$ cat src/rtl/wrr_arbiter.sv
// Weighted round-robin arbiter: registered one-hot grant held for up to weight[i]
// accepted beats, with early release when the owner drops its request.
module wrr_arbiter #(
  parameter int NUM_REQ  = 4,
  parameter int WEIGHT_W = 4,
  localparam int IDX_W   = $clog2(NUM_REQ)
) (
  input  logic                          clk,
  input  logic                          rst,
  input  logic [NUM_REQ-1:0]            req_i,
  input  logic [NUM_REQ*WEIGHT_W-1:0]   weight_i,
  input  logic                          gnt_ready_i,
  output logic [NUM_REQ-1:0]            gnt_o,
  output logic                          gnt_valid_o,
  output logic [IDX_W-1:0]              gnt_idx_o,
  output logic [WEIGHT_W-1:0]           credit_o
);

  typedef enum logic {IDLE, GRANT} state_t;

  state_t                state_q, state_d;
  logic [NUM_REQ-1:0]    gnt_q, gnt_d;
  logic                  valid_q, valid_d;
  logic [IDX_W-1:0]      idx_q, idx_d;
  logic [IDX_W-1:0]      ptr_q, ptr_d;
  logic [WEIGHT_W-1:0]   credit_q, credit_d;

  logic                  beat, release_own;
  logic [IDX_W-1:0]      search_ptr;
  logic [IDX_W:0]        pick_res;
  logic [WEIGHT_W-1:0]   wsel;

  // Returns {found, index}; scans from p+1 around to p itself, nearest offset wins.
  function automatic logic [IDX_W:0] pick(input logic [NUM_REQ-1:0] r,
                                          input logic [IDX_W-1:0]   p);
    logic [IDX_W:0] res;
    int             c;
    res = '0;
    for (int i = NUM_REQ; i >= 1; i--) begin
      c = (int'(p) + i) % NUM_REQ;
      if (r[c]) res = {1'b1, IDX_W'(c)};
    end
    return res;
  endfunction

  always_comb begin
    state_d     = state_q;
    gnt_d       = gnt_q;
    valid_d     = valid_q;
    idx_d       = idx_q;
    ptr_d       = ptr_q;
    credit_d    = credit_q;
    beat        = (state_q == GRANT) && gnt_ready_i;
    release_own = (state_q == GRANT) &&
                  (!req_i[idx_q] || (beat && credit_q == WEIGHT_W'(1)));
    search_ptr  = release_own ? idx_q : ptr_q;
    pick_res    = pick(req_i, search_ptr);
    wsel        = weight_i[pick_res[IDX_W-1:0]*WEIGHT_W +: WEIGHT_W];

    if (state_q == IDLE || release_own) begin
      ptr_d = search_ptr;
      if (pick_res[IDX_W]) begin
        state_d  = GRANT;
        idx_d    = pick_res[IDX_W-1:0];
        gnt_d    = NUM_REQ'(1) << pick_res[IDX_W-1:0];
        valid_d  = 1'b1;
        credit_d = (wsel == '0) ? WEIGHT_W'(1) : wsel;
      end else begin
        state_d  = IDLE;
        idx_d    = '0;
        gnt_d    = '0;
        valid_d  = 1'b0;
        credit_d = '0;
      end
    end else if (beat) begin
      credit_d = credit_q - WEIGHT_W'(1);
    end
  end

  always_ff @(posedge clk) begin
    if (rst) begin
      state_q  <= IDLE;
      gnt_q    <= '0;
      valid_q  <= 1'b0;
      idx_q    <= '0;
      ptr_q    <= IDX_W'(NUM_REQ - 1);
      credit_q <= '0;
    end else begin
      state_q  <= state_d;
      gnt_q    <= gnt_d;
      valid_q  <= valid_d;
      idx_q    <= idx_d;
      ptr_q    <= ptr_d;
      credit_q <= credit_d;
    end
  end

  assign gnt_o       = gnt_q;
  assign gnt_valid_o = valid_q;
  assign gnt_idx_o   = idx_q;
  assign credit_o    = credit_q;

endmodule

$ cat config.mk
export PLATFORM = sky130hd
export DESIGN_NAME = wrr_arbiter
export DESIGN_NICKNAME = d
export VERILOG_FILES = /design/src/rtl/wrr_arbiter.sv
export SDC_FILE = /design/constraint.sdc
export NUM_CORES = 1
export LEC_CHECK = 0
export BUFFER_PORTS_ARGS = -buffer_cell sky130_fd_sc_hd__buf_2
export CORE_MARGIN = 10
export CORE_UTILIZATION = 49
export DETAILED_ROUTE_END_ITERATION = 10
export GPL_ROUTABILITY_DRIVEN = 0
export PLACE_DENSITY = 0.87
export SYNTH_ARGS = -nofsm -noshare
export SYNTH_HDL_FRONTEND = slang
export SYNTH_SLANG_ARGS = --single-unit
$ cat constraint.sdc
create_clock -name clk -period 3.23 [get_ports clk]
set_input_delay 0.323 -clock clk [delete_from_list [all_inputs] [get_ports clk]]
set_output_delay 0.323 -clock clk [all_outputs]
set_load 0.1 [all_outputs]
## Word-level counts from Yosys, hierarchy flattened

Index checks and enable logic that the tools add are counted.

- Output and inout port bits: 11
- Input bits: 23
- Bits in registers: 13

- Equality and inequality tests: 1
- Magnitude comparators: 5
- Bitwise gates (word level): 5
- Reductions and logical operators: 12
- Add/sub/neg operators: 5
- Shift-type cells: 2
- Muxes and demuxes: 26

Operator list:

| operator | number |
|---|---|
| $mux W4 | 5 |
| $lt A3 B4 Y1 const B | 4 |
| $shiftx A16 B5 Y4 | 1 |
| $mux W3 | 4 |
| $bmux W1 S2 | 5 |
| $mux W1 | 10 |
| $reduce_or A2 Y1 | 4 |
| $add A2 B1 Y2 const B | 2 |
| $add A2 B2 Y2 const B | 2 |
| $and A1 B1 Y1 const A | 4 |
| $eq A4 B1 Y1 const B | 1 |
| $logic_not A4 Y1 | 1 |
| $mux W2 | 2 |
| $shl A1 B2 Y4 const A | 1 |
| $sub A4 B1 Y4 const B | 1 |
| $logic_and A1 B1 Y1 | 3 |
| $lt A2 B3 Y1 const B | 1 |
| $logic_or A1 B1 Y1 | 2 |
| $reduce_bool A2 Y1 | 1 |
| $logic_not A1 Y1 | 1 |
| $not A1 Y1 | 1 |

## Logic depth before layout (Yosys ltp)

- Word-level depth: 21
- Depth in mapped cells: 10
- Mapped depth without buffers: 9

## Least setup slack after synthesis

OpenSTA, ideal clock, no wires.

- Path type: reg-to-reg
- Start point: register idx_q[1], in the netlist gnt_idx_o[1]
- End point: register credit_q[0], in the netlist credit_o[0]
- Path slack: -0.265 ns
- Library setup time: 0.069 ns
- Arrival: 3.427 ns
- Path buffers: 0
- Data required time: 3.161 ns
- Stages on the path, launching flop included: 8
- Path through: dfxtp_1 > mux4_2 > a21o_1 > a211oi_2 > o32a_4 > mux4_2 > a2111o_1 > o21ai_1

- Word-level cells in the longest chain between the ends: 19
- Elaborated cells between the ends (all ways): 33
- Classes of those cells: add/sub (4); shift (1); mux (22); reduce/logical (6)

RTL lines:

| element | line | text |
|---|---|---|
| from (decl) | 24 | `logic [IDX_W-1:0] idx_q, idx_d;` |
| from (signal assigned) | 92 | `idx_q <= idx_d;` |
| $bmux W1 S2 | 55 | `(!req_i[idx_q] \|\| (beat && credit_q == WEIGHT_W'(1)));` |
| $mux W1 (implied by the code) | 55 |  |
| $logic_not A1 Y1 | 55 |  |
| $logic_or A1 B1 Y1 | 55 |  |
| $logic_and A1 B1 Y1 | 54 | `release_own = (state_q == GRANT) &&` |
| $mux W2 | 56 | `search_ptr = release_own ? idx_q : ptr_q;` |
| $add A2 B1 Y2 | 40 | `c = (int'(p) + i) % NUM_REQ;` |
| $bmux W1 S2 | 41 | `if (r[c]) res = {1'b1, IDX_W'(c)};` |
| $mux W1 (implied by the code) (2 in a row) | 41 |  |
| $mux W3 (4 in a row) | 41 |  |
| $shiftx A16 B5 Y4 | 58 | `wsel = weight_i[pick_res[IDX_W-1:0]*WEIGHT_W +: WEIGHT_W];` |
| $logic_not A4 Y1 | 67 | `credit_d = (wsel == '0) ? WEIGHT_W'(1) : wsel;` |
| $mux W4 | 67 |  |
| $mux W4 | 62 | `if (pick_res[IDX_W]) begin` |
| $mux W4 | 60 | `if (state_q == IDLE \|\| release_own) begin` |
| to (signal assigned) | 94 | `credit_q <= credit_d;` |
| to (decl) | 26 | `logic [WEIGHT_W-1:0] credit_q, credit_d;` |

Parallel ways exist; a longest one is shown, timed or not. The select of a mux whose other input is x is not followed.
A chain may end at the register's enable or synchronous reset.

## Final worst setup path

Same ends and word-level chain as after synthesis.

==> metrics.txt <==
status=finished clean; Static Leakage=0.540 nW; worst min-delay path startpoint=rst; hold violation count in the final report=0; library cell occupying the most area in the post-synthesis netlist=dfxtp_1; # Post-CTS Setup Buffers=0; hpwl dp=2300 um; maximum clock frequency=341 MHz; category of the critical setup timing path=flip-flop to flip-flop; final total negative setup slack=0 ns; number of gates given a new drive strength after cts=0; minimum clock period after layout=2.93 ns; remaining max-slew budget at the tightest pin=59.2%; wire length of the first global-routing pass=4600 um; share of the cycle needed by the critical path after routing=90.8%; number of hold buffers added after cts=0; mean routed wirelength per cell=16.5 um; post-layout worst setup margin=0.296 ns; Synth Net Count=137; worst hold margin=0.361 ns; count of yosys warnings during synthesis=0; xor and xnor area share after synthesis=2.73%; average cell area after synthesis=8.60 sq um; CTS HTree Levels=1; area of all placed cells without fillers=1180 sq um; startpoint of the worst register-to-register path=gnt_idx_o[1]; count of antenna-violating nets left after detailed routing=0; full die area=4140 sq um; all-layer global routing usage=13.3%; kind of path behind the tightest hold check=input port to flip-flop; data required time at the worst endpoint=3.44 ns; Post-synth ARST share=0%; Slowest-stage cell, CP=mux4_2; GR Overflow Total=0; largest clock skew in the final design=0.00254 ns; ranking of synthesized cells by instance count=13 x dfxtp_1, 12 x nand2_1, 11 x nor2_1, 10 x inv_1, 7 x a21oi_1; DR iter-0 viols=55; Post-synth top flop=dfxtp_1; Post-Synth Simple-Gate Area=20.9%; critical path data arrival time=3.14 ns; number of enable flip-flop cells after synthesis=0; areal power density over the cells=930 nW/um^2; Yosys reg bits=13; area occupied by registers=265 sq um; final setup violation count=0; chip width=64.3 um; # nets final=172; Max-cap violations=0; Post-Synth Adder-Cell Area=2.60%; antenna violations before repair=0; transition time of the tightest slew-check pin=0.607 ns; area added between synthesis and finish=22.7%; fraction of layout cells with a size suffix above 1=38.4%; Placed Instances=167; post-layout instance count excluding filler cells=171; cells along the critical path=mux4_2 -> a21o_1 -> a211oi_2 -> o32a_4 -> mux4_2 -> a2111o_1 -> o21ai_1; post-synthesis mux area share=8.18%; per-cell via count in the routed design=6.05; Clk pin slew, worst setup/hold paths=0.08 ns; Antenna Diode Count=0; DRC=0; Clock Tree Root=clkbuf_4; RSZ-0062 raised after global routing=false; most common cell in the netlist=dfxtp_1; dpl cell area=1160 sq um; starting density of the core=53.5%; CP max FO=7; Core Rows=15; cell with the most instances on the worst path=mux4_2; total of buffers placed on input and output ports=33; core footprint=1800 sq um; main combinational cell family by area after synthesis=compound AO/OA/AOI/OAI gates; clock latency on the worst-skew pair=0.28 ns; cell types occupying the most area after synthesis=dfxtp_1 27%, mux4_2 4.7%, nand2_1 4.7%; area fraction in compound gates after synthesis=33.0%; die height=64.3 um; clock net sink count=13; first-pass detailed-route iteration total=4; post-placement worst setup slack=0.280 ns; overall routed net length=2820 um; maximum number of pins on one net before global-route repair=14; TritonCTS clock tree=yes; number of vias after detailed routing=1,034; critical path startpoint=gnt_idx_o[1]; number of global-route vias before repair=1,032; I/O pin count=34; Synth top area share=27.0%; critical path launch point type=flip-flop; Crit path largest cell delay=0.57 ns; max-slew violation count=0; number of CTS-inserted buffers=3; filler cell count in the final layout=152; Netlist cell types=35; worst vdd rail ir drop=464 uV; total standard cell area after synthesis=963 sq um; endpoint type of the worst setup path=flip-flop; portion of the post-synthesis area used by sequential elements=27.0%; area of combinational cells with multiple inputs=649 sq um; CTS max path bufs=2; gate count after technology mapping=112
## final timing paths
check / cells past startpoint / end / slack, ns
setup / recovery: 7 / credit_o[0] / 0.30
hold / removal: 2 / gnt_o[0] / 0.36
setup reg to reg: 7 / credit_o[0] / 0.30
hold reg to reg: 2 / gnt_o[2] / 0.45
## logic make-up (layout without fill, tap and decap cells)
| group | Yosys count | count (layout) |
|---|---|---|
| xor gates and xnor gates | 3 | 3 |
| DFF | 13 | 13 |
| adders and majority gates | 2 | 2 |
| muxes | 5 | 5 |
| buffers and inverters | 14 | 48 |
| and+or+nand+nor | 39 | 39 |
| AOI/OAI and AO/OA | 36 | 36 |
## per-stage QoR
stage,utilization [%],power [mW]
after floorplan,-,0.864
after global placement,64.2,0.976
after detailed placement,64.2,0.996
after CTS,65.6,1.10
after global routing,65.6,1.16
final,65.6,1.10
## sequential cells by signal (all words and copies together), names as in the netlist
name	cells
gnt_idx_o	2
gnt_o	4
gnt_valid_o	1
ptr_q	2
credit_o	4
## critical path: cells and delay by family, from the launching register on
| kind | cells | cell delay, ns |
|---|---|---|
| multiplexers | 2 | 1.08 |
| flip-flops | 1 | 0.38 |
| AO/OA/AOI/OAI | 5 | 1.40 |
## layout by cell type (no fill, tap or decap), types with 2 or more instances in the layout
master,netlist,final
a21oi_1,7,7
a21o_1,3,3
and3_1,3,3
a211o_1,2,2
o32ai_1,2,2
xor2_1,2,2
mux4_2,2,2
ha_1,2,2
mux2_2,3,3
buf_2,1,33
or2_2,2,2
inv_1,10,10
o221ai_1,5,5
a211oi_1,3,3
nor3_1,3,3
dfxtp_1,13,9
nand3_1,4,4
nand2_1,12,12
nor2_1,11,11
a211oi_2,3,3
a2111o_1,3,3
dfxtp_2,0,4
clkbuf_4,0,3
## final cells by class
| class | count | share of cell area (%) |
|---|---|---|
| Clock buffer | 4 | 2.22 |
| Timing Repair Buffer | 34 | 14.6 |
| Inverter | 10 | 3.17 |
| Multi-Input combinational cell | 85 | 54.9 |
| Sequential cell | 13 | 22.4 |
| Tap cell | 25 | 2.65 |
## per-layer routing
layer | up-vias | global-route usage [%] | wire [um] | part of all wire [%]
met4 | 0 | 3.48 | 19 | 0.67
met3 | 4 | 6.45 | 272 | 9.6
met5 | - | 0 | 0 | 0
met1 | 488 | 13.3 | 1130 | 40
li1 | 494 | - | - | -
met2 | 48 | 23.9 | 1400 | 50
## power breakdown
part | total (mW) | switching (mW) | internal, mW
sequential | 0.256 | 0.0465 | 0.210
clock | 0.101 | 0.0532 | 0.0480
combinational | 0.742 | 0.521 | 0.221
total | 1.10 | 0.621 | 0.479
Power figures use the tool's default switching activity.
